[src/rtl/pixel_stream_tx_pkg.sv]
// pixel_stream_tx_pkg
// Shared types and constants for the pixel stream transmitter.
//   tx_state_t : FSM state encoding (IDLE / RUN)
//   pixel_t    : one {B,G,R} pixel, `PIXEL_SIZE bits wide
//   cnt_width  : bits needed to hold a counter running 0..n-1
// `PIXEL_SIZE / `WORD_SIZE normally arrive from global.vh; the guarded
// defaults below keep this slice self-contained.
// Optional feature macro (used by pixel_stream_tx): PIXEL_TX_TEST_PATTERN_EN.

`ifndef PIXEL_SIZE
`define PIXEL_SIZE 24
`endif
`ifndef WORD_SIZE
`define WORD_SIZE 8
`endif

package pixel_stream_tx_pkg;

    localparam int PIXEL_W = `PIXEL_SIZE;
    localparam int WORD_W  = `WORD_SIZE;

    typedef enum logic {
        IDLE = 1'b0,
        RUN  = 1'b1
    } tx_state_t;

    typedef logic [PIXEL_W-1:0] pixel_t;

    function automatic int cnt_width(input int n);
        return (n < 2) ? 1 : $clog2(n);
    endfunction

endpackage

[src/rtl/pixel_stream_tx_if.sv]
// pixel_stream_tx_if
// Bundles the upstream pixel handshake and the raster video output.
//   in_valid / in_ready / in_data : upstream pixel push handshake
//   hsync / vsync / en / data     : registered raster output
// Modports:
//   master : the side that feeds pixels and watches the video output
//   slave  : the transmitter itself

`ifndef PIXEL_SIZE
`define PIXEL_SIZE 24
`endif

interface pixel_stream_tx_if;
    import pixel_stream_tx_pkg::*;

    logic   in_valid;
    logic   in_ready;
    pixel_t in_data;
    logic   hsync;
    logic   vsync;
    logic   en;
    pixel_t data;

    modport master (
        output in_valid, in_data,
        input  in_ready, hsync, vsync, en, data
    );

    modport slave (
        input  in_valid, in_data,
        output in_ready, hsync, vsync, en, data
    );

endinterface

[src/rtl/pixel_fifo.sv]
// pixel_fifo
// Show-ahead synchronous FIFO holding upstream pixels.
//   clk, reset : clock and synchronous active-high reset (empties the FIFO)
//   push/wdata : write request; accepted when not full, or when full and
//                a pop happens in the same cycle
//   pop        : read request; ignored when empty
//   rdata      : head entry, valid whenever empty=0
//   full/empty : occupancy flags
// DEPTH must be a power of 2 and at least 2 so the pointers wrap naturally.

module pixel_fifo #(
    parameter int WIDTH = 24,
    parameter int DEPTH = 16
) (
    input  logic             clk,
    input  logic             reset,
    input  logic             push,
    input  logic             pop,
    input  logic [WIDTH-1:0] wdata,
    output logic [WIDTH-1:0] rdata,
    output logic             full,
    output logic             empty
);

    localparam int AW = $clog2(DEPTH);

    logic [WIDTH-1:0] mem [DEPTH];
    logic [AW-1:0]    wr_ptr;
    logic [AW-1:0]    rd_ptr;
    logic [AW:0]      count;
    logic             do_push;
    logic             do_pop;

    // A full FIFO may still take a write when the head leaves in the same cycle.
    assign do_pop  = pop && !empty;
    assign do_push = push && (!full || do_pop);
    assign full    = (count == (AW+1)'(DEPTH));
    assign empty   = (count == '0);
    assign rdata   = mem[rd_ptr];

    always_ff @(posedge clk) begin
        if (reset) begin
            wr_ptr <= '0;
            rd_ptr <= '0;
            count  <= '0;
        end else begin
            if (do_push) begin
                wr_ptr <= wr_ptr + AW'(1);
            end
            if (do_pop) begin
                rd_ptr <= rd_ptr + AW'(1);
            end
            count <= count + (AW+1)'(do_push) - (AW+1)'(do_pop);
        end
    end

    // Storage carries no reset; only the pointers define what is valid.
    always_ff @(posedge clk) begin
        if (do_push) begin
            mem[wr_ptr] <= wdata;
        end
    end

endmodule

[src/rtl/pixel_stream_tx.sv]
// pixel_stream_tx
// Streams buffered pixels out as a raster: hblank blank cycles then width
// active cycles per line, vblank blank lines then height active lines per
// frame. Frames repeat back to back until a stop request ends the stream at
// a frame boundary.
// Ports:
//   clk, reset  : clock and synchronous active-high reset
//   start       : begin streaming (ignored while running)
//   stop        : end the stream after the current frame
//   bus (slave) : in_valid/in_ready/in_data pixel input,
//                 hsync/vsync/en/data registered video output
//   busy        : high while streaming
//   underflow   : sticky, an active slot found the FIFO empty
//   pattern_sel : (PIXEL_TX_TEST_PATTERN_EN only) send a horizontal gray
//                 ramp instead of FIFO pixels
// Optional feature macro: PIXEL_TX_TEST_PATTERN_EN.

`ifndef PIXEL_SIZE
`define PIXEL_SIZE 24
`endif
`ifndef WORD_SIZE
`define WORD_SIZE 8
`endif

module pixel_stream_tx
    import pixel_stream_tx_pkg::*;
#(
    parameter int width      = 640,
    parameter int height     = 480,
    parameter int hblank     = 16,
    parameter int vblank     = 2,
    parameter int fifo_depth = 16
) (
    input  logic              clk,
    input  logic              reset,
    input  logic              start,
    input  logic              stop,
`ifdef PIXEL_TX_TEST_PATTERN_EN
    input  logic              pattern_sel,
`endif
    pixel_stream_tx_if.slave  bus,
    output logic              busy,
    output logic              underflow
);

    localparam int H_TOTAL = hblank + width;
    localparam int V_TOTAL = vblank + height;
    localparam int HW      = cnt_width(H_TOTAL);
    localparam int VW      = cnt_width(V_TOTAL);

    localparam logic [HW-1:0] H_LAST  = HW'(H_TOTAL - 1);
    localparam logic [HW-1:0] H_BLANK = HW'(hblank);
    localparam logic [VW-1:0] V_LAST  = VW'(V_TOTAL - 1);
    localparam logic [VW-1:0] V_BLANK = VW'(vblank);

    tx_state_t      state;
    logic [HW-1:0]  hcnt;
    logic [VW-1:0]  vcnt;
    logic           stop_req;

    logic           hsync_q;
    logic           vsync_q;
    logic           en_q;
    pixel_t         data_q;

    logic           active;
    logic           use_pattern;
    pixel_t         pattern_px;
    logic           fifo_push;
    logic           fifo_pop;
    logic           fifo_full;
    logic           fifo_empty;
    pixel_t         fifo_rdata;
    pixel_t         slot_data;
    logic           frame_last;

    assign active     = (state == RUN) && (vcnt >= V_BLANK) && (hcnt >= H_BLANK);
    assign frame_last = (hcnt == H_LAST) && (vcnt == V_LAST);

`ifdef PIXEL_TX_TEST_PATTERN_EN
    logic [WORD_W-1:0] ramp;
    // Ramp value is the column index within the active part of the line.
    assign ramp        = WORD_W'(hcnt - H_BLANK);
    assign use_pattern = pattern_sel;
    assign pattern_px  = {3{ramp}};
`else
    assign use_pattern = 1'b0;
    assign pattern_px  = '0;
`endif

    // Test-pattern slots leave the FIFO alone; empty slots pop nothing.
    assign fifo_pop     = active && !use_pattern && !fifo_empty;
    assign bus.in_ready = !fifo_full || fifo_pop;
    assign fifo_push    = bus.in_valid && bus.in_ready;

    always_comb begin
        slot_data = '0;
        if (active) begin
            if (use_pattern) begin
                slot_data = pattern_px;
            end else if (!fifo_empty) begin
                slot_data = fifo_rdata;
            end
        end
    end

    pixel_fifo #(
        .WIDTH (PIXEL_W),
        .DEPTH (fifo_depth)
    ) u_fifo (
        .clk   (clk),
        .reset (reset),
        .push  (fifo_push),
        .pop   (fifo_pop),
        .wdata (bus.in_data),
        .rdata (fifo_rdata),
        .full  (fifo_full),
        .empty (fifo_empty)
    );

    // Raster FSM. Outputs are registered from the counter state of the
    // current cycle, so they trail the counters by one clock. A stop that
    // arrives on the final cycle of a frame still takes effect there.
    always_ff @(posedge clk) begin
        if (reset) begin
            state     <= IDLE;
            hcnt      <= '0;
            vcnt      <= '0;
            stop_req  <= 1'b0;
            busy      <= 1'b0;
            underflow <= 1'b0;
            hsync_q   <= 1'b0;
            vsync_q   <= 1'b0;
            en_q      <= 1'b0;
            data_q    <= '0;
        end else begin
            case (state)
                IDLE: begin
                    hsync_q <= 1'b0;
                    vsync_q <= 1'b0;
                    en_q    <= 1'b0;
                    data_q  <= '0;
                    hcnt    <= '0;
                    vcnt    <= '0;
                    if (start) begin
                        state     <= RUN;
                        busy      <= 1'b1;
                        underflow <= 1'b0;
                        stop_req  <= stop;
                    end
                end
                RUN: begin
                    hsync_q <= (hcnt == '0);
                    vsync_q <= (vcnt == '0);
                    en_q    <= active;
                    data_q  <= slot_data;
                    if (active && !use_pattern && fifo_empty) begin
                        underflow <= 1'b1;
                    end
                    if (stop) begin
                        stop_req <= 1'b1;
                    end
                    if (frame_last && (stop_req || stop)) begin
                        state    <= IDLE;
                        busy     <= 1'b0;
                        stop_req <= 1'b0;
                        hcnt     <= '0;
                        vcnt     <= '0;
                    end else if (hcnt == H_LAST) begin
                        hcnt <= '0;
                        vcnt <= (vcnt == V_LAST) ? '0 : vcnt + VW'(1);
                    end else begin
                        hcnt <= hcnt + HW'(1);
                    end
                end
                default: begin
                    state <= IDLE;
                end
            endcase
        end
    end

    assign bus.hsync = hsync_q;
    assign bus.vsync = vsync_q;
    assign bus.en    = en_q;
    assign bus.data  = data_q;

endmodule

[src/flat_wrapper.sv]
// flat-port wrapper written by rule: the top's interface ports become plain ports
module pixel_stream_tx_flat import pixel_stream_tx_pkg::*;
#(
    parameter int width      = 640,
    parameter int height     = 480,
    parameter int hblank     = 16,
    parameter int vblank     = 2,
    parameter int fifo_depth = 16
)
  (clk, reset, start, stop, busy, underflow, bus_in_valid, bus_in_data, bus_in_ready, bus_hsync, bus_vsync, bus_en, bus_data);
  pixel_stream_tx_if bus_i ();
  input  logic clk;
  input  logic reset;
  input  logic start;
  input  logic stop;
  output logic busy;
  output logic underflow;
  input wire logic [$bits(bus_i.in_valid)-1:0] bus_in_valid;
  input wire logic [$bits(bus_i.in_data)-1:0] bus_in_data;
  output wire logic [$bits(bus_i.in_ready)-1:0] bus_in_ready;
  output wire logic [$bits(bus_i.hsync)-1:0] bus_hsync;
  output wire logic [$bits(bus_i.vsync)-1:0] bus_vsync;
  output wire logic [$bits(bus_i.en)-1:0] bus_en;
  output wire logic [$bits(bus_i.data)-1:0] bus_data;
  assign bus_i.in_valid = bus_in_valid;
  assign bus_i.in_data = bus_in_data;
  assign bus_in_ready = bus_i.in_ready;
  assign bus_hsync = bus_i.hsync;
  assign bus_vsync = bus_i.vsync;
  assign bus_en = bus_i.en;
  assign bus_data = bus_i.data;
  pixel_stream_tx #(.width(width), .height(height), .hblank(hblank), .vblank(vblank), .fifo_depth(fifo_depth)) u_core (.clk(clk), .reset(reset), .start(start), .stop(stop), .bus(bus_i), .busy(busy), .underflow(underflow));
endmodule
[config.mk]
export PLATFORM = sky130hd
export DESIGN_NAME = pixel_stream_tx_flat
export DESIGN_NICKNAME = d
export VERILOG_FILES = /design/src/rtl/pixel_stream_tx_pkg.sv /design/src/rtl/pixel_stream_tx_if.sv /design/src/rtl/pixel_fifo.sv /design/src/rtl/pixel_stream_tx.sv /design/src/flat_wrapper.sv
export SDC_FILE = /design/constraint.sdc
export NUM_CORES = 1
export LEC_CHECK = 0
export ABC_AREA = 0
export CAP_MARGIN = 30
export CORE_MARGIN = 8
export CORE_UTILIZATION = 57
export CTS_CLUSTER_SIZE = 30
export DETAILED_ROUTE_END_ITERATION = 10
export DONT_BUFFER_PORTS = 1
export PLACE_DENSITY_LB_ADDON = 0.12
export SKIP_LAST_GASP = 1
export SYNTH_ARGS = -nofsm -noshare
export SYNTH_HDL_FRONTEND = slang
export SYNTH_HIERARCHICAL = 1
export SYNTH_SLANG_ARGS = --single-unit
[constraint.sdc]
create_clock -name clk -period 4.15 [get_ports clk]
set_clock_uncertainty 0.05 [all_clocks]
set_input_delay 0.6225 -clock clk [delete_from_list [all_inputs] [get_ports clk]]
set_output_delay 0.6225 -clock clk [all_outputs]
set_load 0.01 [all_outputs]
==> impl_results.md, run 1 <==
- Crit. Startpoint: u_core/u_fifo/count[3]$_SDFF_PP0_
- Drt initial violations: 743
- DPL Wire Length: 19,530 µm
- Dpl cells: around 1,300
- Crit path required time: around 4.6 ns
- CTS Buf Count: 46
- Share of layout cells above drive strength 1: 0.2454
- Fmax: about 260 MHz
- Status: completed
- Critical path destination: u_core/u_fifo/count[4]$_SDFF_PP0_
- Setup CP Type: reg2reg
- Non-filler cells in the finished layout: about 1,400
- Post-synth EDFFs: between 300 and 400
- First-pass GRT wire length: roughly 53,000 µm
- R2R Path End: u_core/u_fifo/count[4]$_SDFF_PP0_
- Final period util: 0.9162
- Port bufs: 0
- Via count: about 8,400
- Via density: around 6
- Logic pwr share: 0.060
- Clock latency at the later pin of the worst-skew pair: 0.53 ns
- Clock transition at path regs: 0.06 ns
- CTS tree: built
- DRT Pass-1 Iters: 7
- Root Buffer Master: clkbuf_16
- Unique masters post-synth: just over 50
- Initial cell density of the core: 0.5720
- Slew Limit Fails: 0
- Final layout net count: slightly below 1,000
- Clock group share of total power: 0.408
- Post-Syn Area: approximately 17,000 µm²
- Most numerous cell in the Yosys netlist: edfxtp_1
- Antenna Nets Post-Route: 0
- Crit. End Element: flip-flop
- Core Region: between 30,000 and 40,000 µm²
- Largest net degree at the start of global routing: 57
- Primary FF master, synth: edfxtp_1
- Sequential area share after synthesis: 0.7434
- Vias in the first global route: roughly 8,900
- TNS Setup: 0 ns
- Syn Nets: 947
- Leak: 6.162 nW
- GPL Wtd Cong: 0.8421
- Final setup vio count: 0
- Worst Setup Start Kind: flip-flop
- Number of diodes: 0
- Leading post-synthesis cells by cell area: edfxtp_1, mux4_2, dfxtp_1
- Max-cap violations: 0
- Worst R2R Path Depth: 18
- Mapped Cells: 900
- Final hold viol count: 0
- Die width: between 150 and 200 µm
- Routed WL: approximately 34,000 µm
- Cell Pwr Density: 501.9 nW/µm²
- Avg WL per Cell: roughly 25 µm
- Net Sw Frac: 0.2075
- Post-CTS Setup Inserts: 0
- Clock Tree Buf Depth: 3
- Cell-internal power: 0.007698 W
- Hold Path Class: in2reg
- Post-CTS sizing: 0
- Area share of the largest cell type after synthesis: 0.6659
- Num ports: 59
- Worst vdd ir: about 0.31 mV
- Overflow left after global routing: 0
- Post-layout minimum cycle time: ~3.8 ns
- Reg-to-Reg Start: u_core/u_fifo/count[3]$_SDFF_PP0_
- Top cells by count, synth: edfxtp_1, mux4_2, dfxtp_1, a22oi_1, nand2_1
- # rows: 64
- Antenna violations before repair: 0
- CTS H-tree lvls: 2
- Biggest area consumer among synthesized cells: edfxtp_1
- # DRC: 0
- Chip Height: 190.3 µm
- Avg Cell Area, Syn: just under 20 µm²
- RSZ-0062 raised after global routing: false
- Global Route Usage Sum: 0.1912
- FFs w/ async S/R, synth: 0
- Synth warn: 6
- Layout area overhead: 11.79%
- CP Max Fanout: 7
- Switching power of the nets: around 0.0020 W
- Reg power frac: 0.532
- Yosys reg bits: between 400 and 500
- Critical Path AT: around 4.2 ns
- TritonCTS Sinks: around 450
- Hold buffers post-CTS: 0
- Die area: around 36,000 µm²
- Reg-to-reg slack, setup: about 0.35 ns
- Max_slew headroom: 0.4105
- Worst Tran Pin Value: 0.8824 ns
==> worst max-delay path: stages (launching register included) <==
cell      delay [ns]
dfxtp_1         0.32
inv_1           0.09
ha_1            0.17
or4b_2          0.67
inv_1           0.11
inv_1           0.07
o311ai_4        0.09
or2b_1          0.19
inv_1           0.11
nand2_1         0.15
inv_1           0.06
ha_1            0.27
inv_1           0.04
ha_1            0.20
fa_1            0.42
a21oi_1         0.18
nor2_1          0.07
or3_1           0.34
a21oi_1         0.13
==> state kept, by name, summed over array words and instances (netlist names), named ones only <==
name / cells
u_core/state: 1
u_core/vcnt: 9
u_core/busy: 1
u_core/stop_req: 1
u_core/u_fifo/wr_ptr: 4
u_core/bus.en: 1
u_core/hcnt: 10
u_core/u_fifo/mem: 384
u_core/bus.hsync: 1
u_core/bus.data: 24
u_core/u_fifo/count: 5
u_core/bus.vsync: 1
u_core/u_fifo/rd_ptr: 4
u_core/underflow: 1
==> area by class of cell <==
cell class                 count  area, µm²
multi-input combinational    387       4169
sequential                   451      12880
clock buffer                  64       1282
inverter                      18      67.56
fill                        2038      10910
timing repair buffer          33      274.0
clock inverter                21      187.7
tap                          396      495.5
==> power by group through the flow <==
| stage | Sequential [W] | Combinational, W | Clock (W) |
|---|---|---|---|
| 5_1_grt | 0.00518 | 0.000641 | 0.00422 |
| 2_1_floorplan | 0.00524 | 0.000429 | 0 |
| 4_1_cts | 0.00517 | 0.000589 | 0.00404 |
| 3_5_place_dp | 0.00526 | 0.000586 | 0 |
| 6_report | 0.00517 | 0.000581 | 0.00396 |
| 3_3_place_gp | 0.00525 | 0.000554 | 0 |
==> layer usage <==
metal / vias to the layer above / wire [µm] / GRT usage
met5: - / 0 / 0
met4: 0 / 832 / 0.06086
met3: 61 / 2233 / 0.04023
met2: 270 / 16620 / 0.3115
met1: 4394 / 14270 / 0.2573
li1: 3676 / - / -
==> worst min path at each step <==
stage / slack (ns) / depth (start not counted) / start / endpoint
2_1_floorplan: 0.38 / 1 / u_core/hcnt[0]$_SDFF_PP0_ / u_core/hcnt[0]$_SDFF_PP0_
3_3_place_gp: 0.39 / 1 / u_core/hcnt[0]$_SDFF_PP0_ / u_core/hcnt[0]$_SDFF_PP0_
3_5_place_dp: 0.42 / 1 / u_core/hcnt[0]$_SDFF_PP0_ / u_core/hcnt[0]$_SDFF_PP0_
4_1_cts: 0.09 / 1 / reset / flip-flop
5_1_grt: 0.09 / 1 / reset / u_core/u_fifo/rd_ptr[0]$_SDFFE_PP0P_
6_report: 0.11 / 1 / reset / flip-flop
==> through the flow <==
| step | hold WS, ns | utilization | setup WS (ns) | cell area, µm² | total power, W |
|---|---|---|---|---|---|
| floorplan | 0.3797 | - | 0.006399 | 17320 | 0.005670 |
| global placement | 0.3913 | 0.5904 | 0.5731 | 17870 | 0.005801 |
| detailed placement | 0.4227 | 0.5905 | 0.4166 | 17870 | 0.005850 |
| CTS | 0.08853 | 0.6391 | 0.3935 | 19340 | 0.009802 |
| global route | 0.08649 | 0.6395 | 0.1366 | 19360 | 0.01005 |
| finish | 0.1118 | 0.6395 | 0.3477 | 19360 | 0.009714 |
==> cells by family (layout without fill, tap and decap cells) <==
family                   count (synthesis)  count (layout)  share of synthesized area
AO/OA/AOI/OAI                           79              79                    0.03461
adder cells (fa/ha/maj)                 18              18                    0.01344
multiplexers                            97              97                     0.1254
buffers and inverters                   62             136                    0.01814
flip-flops                             451             451                     0.7434
AND/OR/NAND/NOR                        176             176                    0.05636
XOR/XNOR                                17              17                   0.008599
==> cells in the final DEF, fill, tap and decap left out, types with 15 or more instances in the layout <==
master	Yosys	routed
and2_4	20	20
nand2_1	43	43
buf_4	2	29
mux4_2	96	96
clkbuf_16	0	49
a22oi_1	48	48
inv_1	18	18
dfxtp_1	67	65
edfxtp_1	384	384
clkbuf_1	23	15
ha_1	17	17
nor2_1	37	31
Power figures use the tool's default switching activity.
==> run 2: changes to the inputs <==
PLACE_DENSITY = 0.75   (was unset)
PLACE_DENSITY_LB_ADDON = unset   (was 0.12)
==> run 2 against run 1 <==
Compared with the run above: worst setup slack better by 0.025 ns; sequential power hardly changed; core utilization is 0.26 points higher; hold slack worse by 0.0032 ns; cell area is 0.40% higher; wire length is 0.23% lower; flip-flop and latch count stayed put; combinational power is 1% higher; critical path depth stayed put; final cell count is 0.15% lower; critical path type unchanged; largest power group unchanged.
==> impl_results.md, run 2 (same netlist as run 1, synthesis figures left out) <==
- Leak: 6.190 nW
- Worst vdd ir: 0.2910 mV
- Vias in the first global route: 8,917
- Slew Limit Fails: 0
- Cell-internal power: around 0.0077 W
- Top reg by flops: u_core/u_fifo/mem
- R2R Path End: u_core/u_fifo/count[4]$_SDFF_PP0_
- Crit. End Element: flip-flop
- Routed WL: about 34,000 µm
- Final hold viol count: 0
- Critical path's most frequent cell: inv_1
- CTS H-tree lvls: 2
- Die width: around 190 µm
- Post-CTS Setup Inserts: 0
- Critical Path AT: 4.19 ns
- Clock group share of total power: 0.406
- CP delay by family, top: simple AND/OR/NAND/NOR gates
- Status: completed
- Worst R2R Path Depth: 18
- First-pass GRT wire length: 52,310 µm
- Overflow left after global routing: 0
- Worst Setup Start Kind: flip-flop
- Net Sw Frac: 0.2089
- Via density: 6.143
- Worst path slowest cell: or4b_2
- # rows: 64
- Pwr Total: about 0.0097 W
- Final layout net count: just under 1,000
- Post-layout minimum cycle time: between 3 and 4 ns
- Leading cell types in the layout, fill and taps excluded: edfxtp_1, mux4_2, dfxtp_1
- Crit path required time: around 4.6 ns
- Initial cell density of the core: 0.5720
- Post-CTS sizing: 0
- TritonCTS Sinks: approximately 450
- Clock transition at path regs: ~0.06 ns
- Via count: approximately 8,400
- Hold buffers post-CTS: 0
- Largest net degree at the start of global routing: 97
- CTS tree: built
- Largest register FFs: approximately 380
- Avg WL per Cell: between 20 and 25 µm
- Layout area overhead: 12.23%
- TNS Setup: 0 ns
- # DRC: 0
- CP Cell Sequence: inv_1, ha_1, or4b_2, inv_1, inv_1, o311ai_4, or2b_1, inv_1, nand2_1, inv_1, ha_1, inv_1, ha_1, fa_1, a21oi_1, nor2_1, or3_1, a21oi_1
- Final setup vio count: 0
- Antenna violations before repair: 1
- Share of layout cells above drive strength 1: 0.2492
- GPL Wtd Cong: 0.7894
- Clock latency at the later pin of the worst-skew pair: about 0.54 ns
- Reg-to-reg slack, setup: 0.37 ns
- Port bufs: 0
- Worst Tran Pin Value: about 0.87 ns
- DPL Wire Length: roughly 19,000 µm
- Reg-to-Reg Start: u_core/u_fifo/count[2]$_SDFF_PP0_
- Final period util: 0.9102
- Die area: ~36,000 µm²
- Global Route Usage Sum: 0.1908
- Root Buffer Master: clkbuf_16
- Most common cell after layout, fill and taps aside: edfxtp_1
- Crit path largest cell delay: around 0.68 ns
- Max-cap violations: 0
- DRT Pass-1 Iters: 7
- Drt initial violations: approximately 680
- Hold path start: reset
- Hold Path Sink: u_core/u_fifo/count[4]$_SDFF_PP0_
- Switching power of the nets: around 0.0020 W
- CTS Buf Count: 45
- RSZ-0062 raised after global routing: false
- Cell Pwr Density: between 400 and 500 nW/µm²
- Reg power frac: 0.534
- Fill count: 2,001
- Clock Tree Buf Depth: 3
- Logic pwr share: 0.061
- Antenna Nets Post-Route: 0
- Chip Height: approximately 190 µm
- Core Util, Final: 0.6420
- Core Region: between 30,000 and 40,000 µm²
- Crit path buf inv count: 6
- Fmax: ~260 MHz
- Worst hold path depth: 1
- Num ports: roughly 60
- Setup CP Type: reg2reg
- Max_slew headroom: 0.4208
- Hold Path Class: in2reg
- CP Max Fanout: 7
[run 2: worst max path at each step]
stage                                            from                                 to  slack (ns)  depth (start not counted)
floorplan           u_core/u_fifo/count[2]$_SDFF_PP0_  u_core/u_fifo/mem[4][0]$_DFFE_PP_       0.006                         11
global placement    u_core/u_fifo/count[3]$_SDFF_PP0_  u_core/u_fifo/count[4]$_SDFF_PP0_        0.53                         18
detailed placement  u_core/u_fifo/count[3]$_SDFF_PP0_  u_core/u_fifo/count[4]$_SDFF_PP0_        0.39                         18
CTS                 u_core/u_fifo/count[3]$_SDFF_PP0_  u_core/u_fifo/count[4]$_SDFF_PP0_        0.37                         18
global route        u_core/u_fifo/count[2]$_SDFF_PP0_  u_core/u_fifo/count[4]$_SDFF_PP0_        0.09                         18
finish              u_core/u_fifo/count[2]$_SDFF_PP0_  u_core/u_fifo/count[4]$_SDFF_PP0_        0.37                         18
[run 2: layout make-up]
type,count,area [µm²],area share
flip-flops and latches,451,12880,0.6628
clock inverters,18,147.6,0.007597
multi-input cells,387,4193,0.2157
repair buffers,32,342.8,0.01764
diodes,1,2.502,0.0001288
inverters,18,67.56,0.003477
clock buffers,65,1305,0.06715
well taps,396,495.5,0.02550
[run 2: power by group through the flow]
stage	combinational, W	sequential (W)	clock, W
2_1_floorplan	0.000429	0.00524	0
3_3_place_gp	0.000580	0.00525	0
3_5_place_dp	0.000591	0.00526	0
4_1_cts	0.000595	0.00517	0.00400
5_1_grt	0.000650	0.00518	0.00418
6_report	0.000589	0.00517	0.00393
[run 2: routing by layer]
layer,vias up,global-route usage,share of wire
met3,69,0.04206,0.073
met1,4355,0.2478,0.40
met5,-,0,0
li1,3679,-,-
met2,301,0.3189,0.50
met4,0,0.06056,0.022
[run 2: through the flow]
stage / area [µm²] / instances / hold slack (ns) / setup slack (ns)
after floorplan: 17320 / 900 / 0.3797 / 0.006399
after global placement: 17940 / 1281 / 0.3961 / 0.5311
after detailed placement: 17980 / 1284 / 0.4050 / 0.3909
after CTS: 19430 / 1367 / 0.08511 / 0.3697
after global routing: 19430 / 1368 / 0.08970 / 0.09409
final: 19430 / 1368 / 0.1086 / 0.3726
==> run 3: changes to the inputs <==
CELL_PAD_IN_SITES_DETAIL_PLACEMENT = 2   (was unset)
CELL_PAD_IN_SITES_GLOBAL_PLACEMENT = 2   (was unset)
CORE_UTILIZATION = 44   (was 57)
PLACE_DENSITY = unset   (was 0.75)
PLACE_DENSITY_LB_ADDON = 0.1   (was unset)
==> run 3 against run 2 <==
Compared with the run above: die area up 27%; hold slack worse by 0.037 ns; non-clock buffer count unchanged; global-route usage is 0.72 points higher; largest power group unchanged; count of clock-buffer cells in the layout increased by 3; register-to-register slack got worse by 0.07 ns; clock power is 15% higher; first-iteration DRC count shrank 7.2%.
==> impl_results.md, run 3 (same netlist as run 1, synthesis figures left out) <==
- Avg WL per Cell: between 30 and 40 µm
- Worst Setup Start Kind: flip-flop
- Final setup vio count: 0
- Chip Height: ~210 µm
- Most common cell after layout, fill and taps aside: edfxtp_1
- CTS H-tree lvls: 2
- Worst R2R Path Depth: 18
- Crit path largest cell delay: approximately 0.67 ns
- Clock latency at the later pin of the worst-skew pair: between 0.5 and 0.6 ns
- Crit. End Element: flip-flop
- Leak: 6.266 nW
- Max-cap violations: 0
- GPL Wtd Cong: 0.7724
- Worst vdd ir: 0.3048 mV
- Dpl cells: between 1,000 and 1,500
- Crit. Startpoint: u_core/u_fifo/count[2]$_SDFF_PP0_
- Layout area overhead: 13.79%
- Drt initial violations: between 600 and 700
- Antenna violations before repair: 1
- Antenna Nets Post-Route: 0
- Slew Limit Fails: 0
- Critical Path AT: roughly 4.3 ns
- TritonCTS Sinks: 451
- Global Route Usage Sum: 0.1980
- Num ports: 59
- Hold Path Class: in2reg
- DRT Pass-1 Iters: 5
- Die area: 45,960 µm²
- TNS Setup: 0 ns
- Vias in the first global route: approximately 10,000
- Core Region: 38,740 µm²
- Initial cell density of the core: 0.4470
- CP Cell Sequence: inv_1, ha_1, or4b_2, inv_1, inv_1, o311ai_4, or2b_1, inv_1, nand2_1, inv_1, ha_1, inv_1, ha_1, fa_1, a21oi_1, nor2_1, or3_1, a21oi_1
- CTS tree: built
- Status: completed
- Final period util: 0.9281
- Worst Tran Pin Value: 0.9412 ns
- Fill count: 3,421
- First-pass GRT wire length: around 67,000 µm
- Hold buffers post-CTS: 0
- Post-CTS Setup Inserts: 0
- Clock transition at path regs: approximately 0.050 ns
- CP Max Fanout: 7
- Final layout net count: approximately 1,000
- Critical path destination: u_core/u_fifo/count[4]$_SDFF_PP0_
- Crit path required time: 4.60 ns
- Critical path's most frequent cell: inv_1
- Largest register FFs: approximately 380
- Leading cell types in the layout, fill and taps excluded: edfxtp_1, mux4_2, dfxtp_1
- Post-CTS sizing: 0
- Register area: ~13,000 µm²
- CTS Buf Count: 49
- RSZ-0062 raised after global routing: false
- Reg-to-Reg Start: u_core/u_fifo/count[2]$_SDFF_PP0_
- Clock Tree Buf Depth: 3
- R2R Path End: u_core/u_fifo/count[4]$_SDFF_PP0_
- Port bufs: 0
- Non-filler cells in the finished layout: 1,499
- Die width: around 210 µm
- Fmax: between 200 and 300 MHz
- Final hold viol count: 0
- Largest net degree at the start of global routing: 43
- Share of layout cells above drive strength 1: 0.2531
- # DRC: 0
- Via density: just under 6
- DPL Wire Length: roughly 25,000 µm
- Area occupied by multi-input gates: approximately 4200 µm²
- Max_slew headroom: 0.3712
- Routed WL: between 40,000 and 50,000 µm
- Post-layout minimum cycle time: slightly below 4 ns
- Cell Pwr Density: 523.7 nW/µm²
- Worst path slowest cell: or4b_2
- # rows: 72
- Overflow left after global routing: 0
- Root Buffer Master: clkbuf_16
- Top reg by flops: u_core/u_fifo/mem
- Reg-to-reg slack, setup: about 0.30 ns
- Via count: roughly 8,700
- Setup CP Type: reg2reg
## run 3: cell types whose count changed in the layout (fill, tap and decap cells not counted), moves of 3 or more
cell	previous run	this run
buf_12	7	1
buf_4	23	30
bufinv_16	2	6
clkbuf_16	48	51
nor2_2	2	6
nor2_4	5	1
## run 3: area by class of cell
cell class              count  area share
flip-flops and latches    451      0.6537
multi-input cells         387      0.2122
clock buffers              68     0.06954
well taps                 518     0.03290
clock inverters            24     0.01429
repair buffers             32     0.01384
inverters                  18    0.003429
diodes                      1   0.0001270
## run 3: worst max-delay path: cells and delay by family (launching register included)
kind	cells	cell delay, ns
flops	1	0.32
compound gates	3	0.41
simple gates	5	1.42
fa+ha+maj	4	1.08
buf+inv	6	0.49
## run 3: report_power, final
part	internal (W)	switching [W]
sequential	0.00511	0.0000749
clock	0.00269	0.00181
combinational	0.000243	0.000389
total	0.00804	0.00228
## run 3: stage by stage
step                area [µm²]  hold WS (ns)  utilization  power, W  worst slack, ns
finish                   19700       0.07149       0.5086   0.01032           0.2983
global route             19700       0.04198       0.5086   0.01063          0.03110
CTS                      19670       0.04083       0.5077   0.01043           0.2585
detailed placement       18010        0.4402       0.4650  0.005909           0.3037
global placement         18010        0.3954       0.4648  0.005825           0.5310
floorplan                17320        0.3797            -  0.005670         0.006399
## run 3: metal layers
| metal | GRT usage | part of all wire | up-vias |
|---|---|---|---|
| li1 | - | - | 3691 |
| met1 | 0.2465 | 0.41 | 4679 |
| met2 | 0.3476 | 0.52 | 209 |
| met3 | 0.04076 | 0.046 | 71 |
| met4 | 0.05462 | 0.024 | 0 |
| met5 | 0 | 0 | - |
## run 3: worst min path at each step
stage	startpoint	end	slack [ns]	depth (start not counted)
5_1_grt	reset	u_core/u_fifo/count[0]$_SDFF_PP0_	0.04	1
6_report	reset	flip-flop	0.07	1
2_1_floorplan	u_core/hcnt[0]$_SDFF_PP0_	u_core/hcnt[0]$_SDFF_PP0_	0.38	1
3_3_place_gp	u_core/hcnt[0]$_SDFF_PP0_	u_core/hcnt[0]$_SDFF_PP0_	0.40	1
4_1_cts	reset	u_core/u_fifo/count[0]$_SDFF_PP0_	0.04	1
3_5_place_dp	u_core/hcnt[0]$_SDFF_PP0_	u_core/hcnt[0]$_SDFF_PP0_	0.44	1
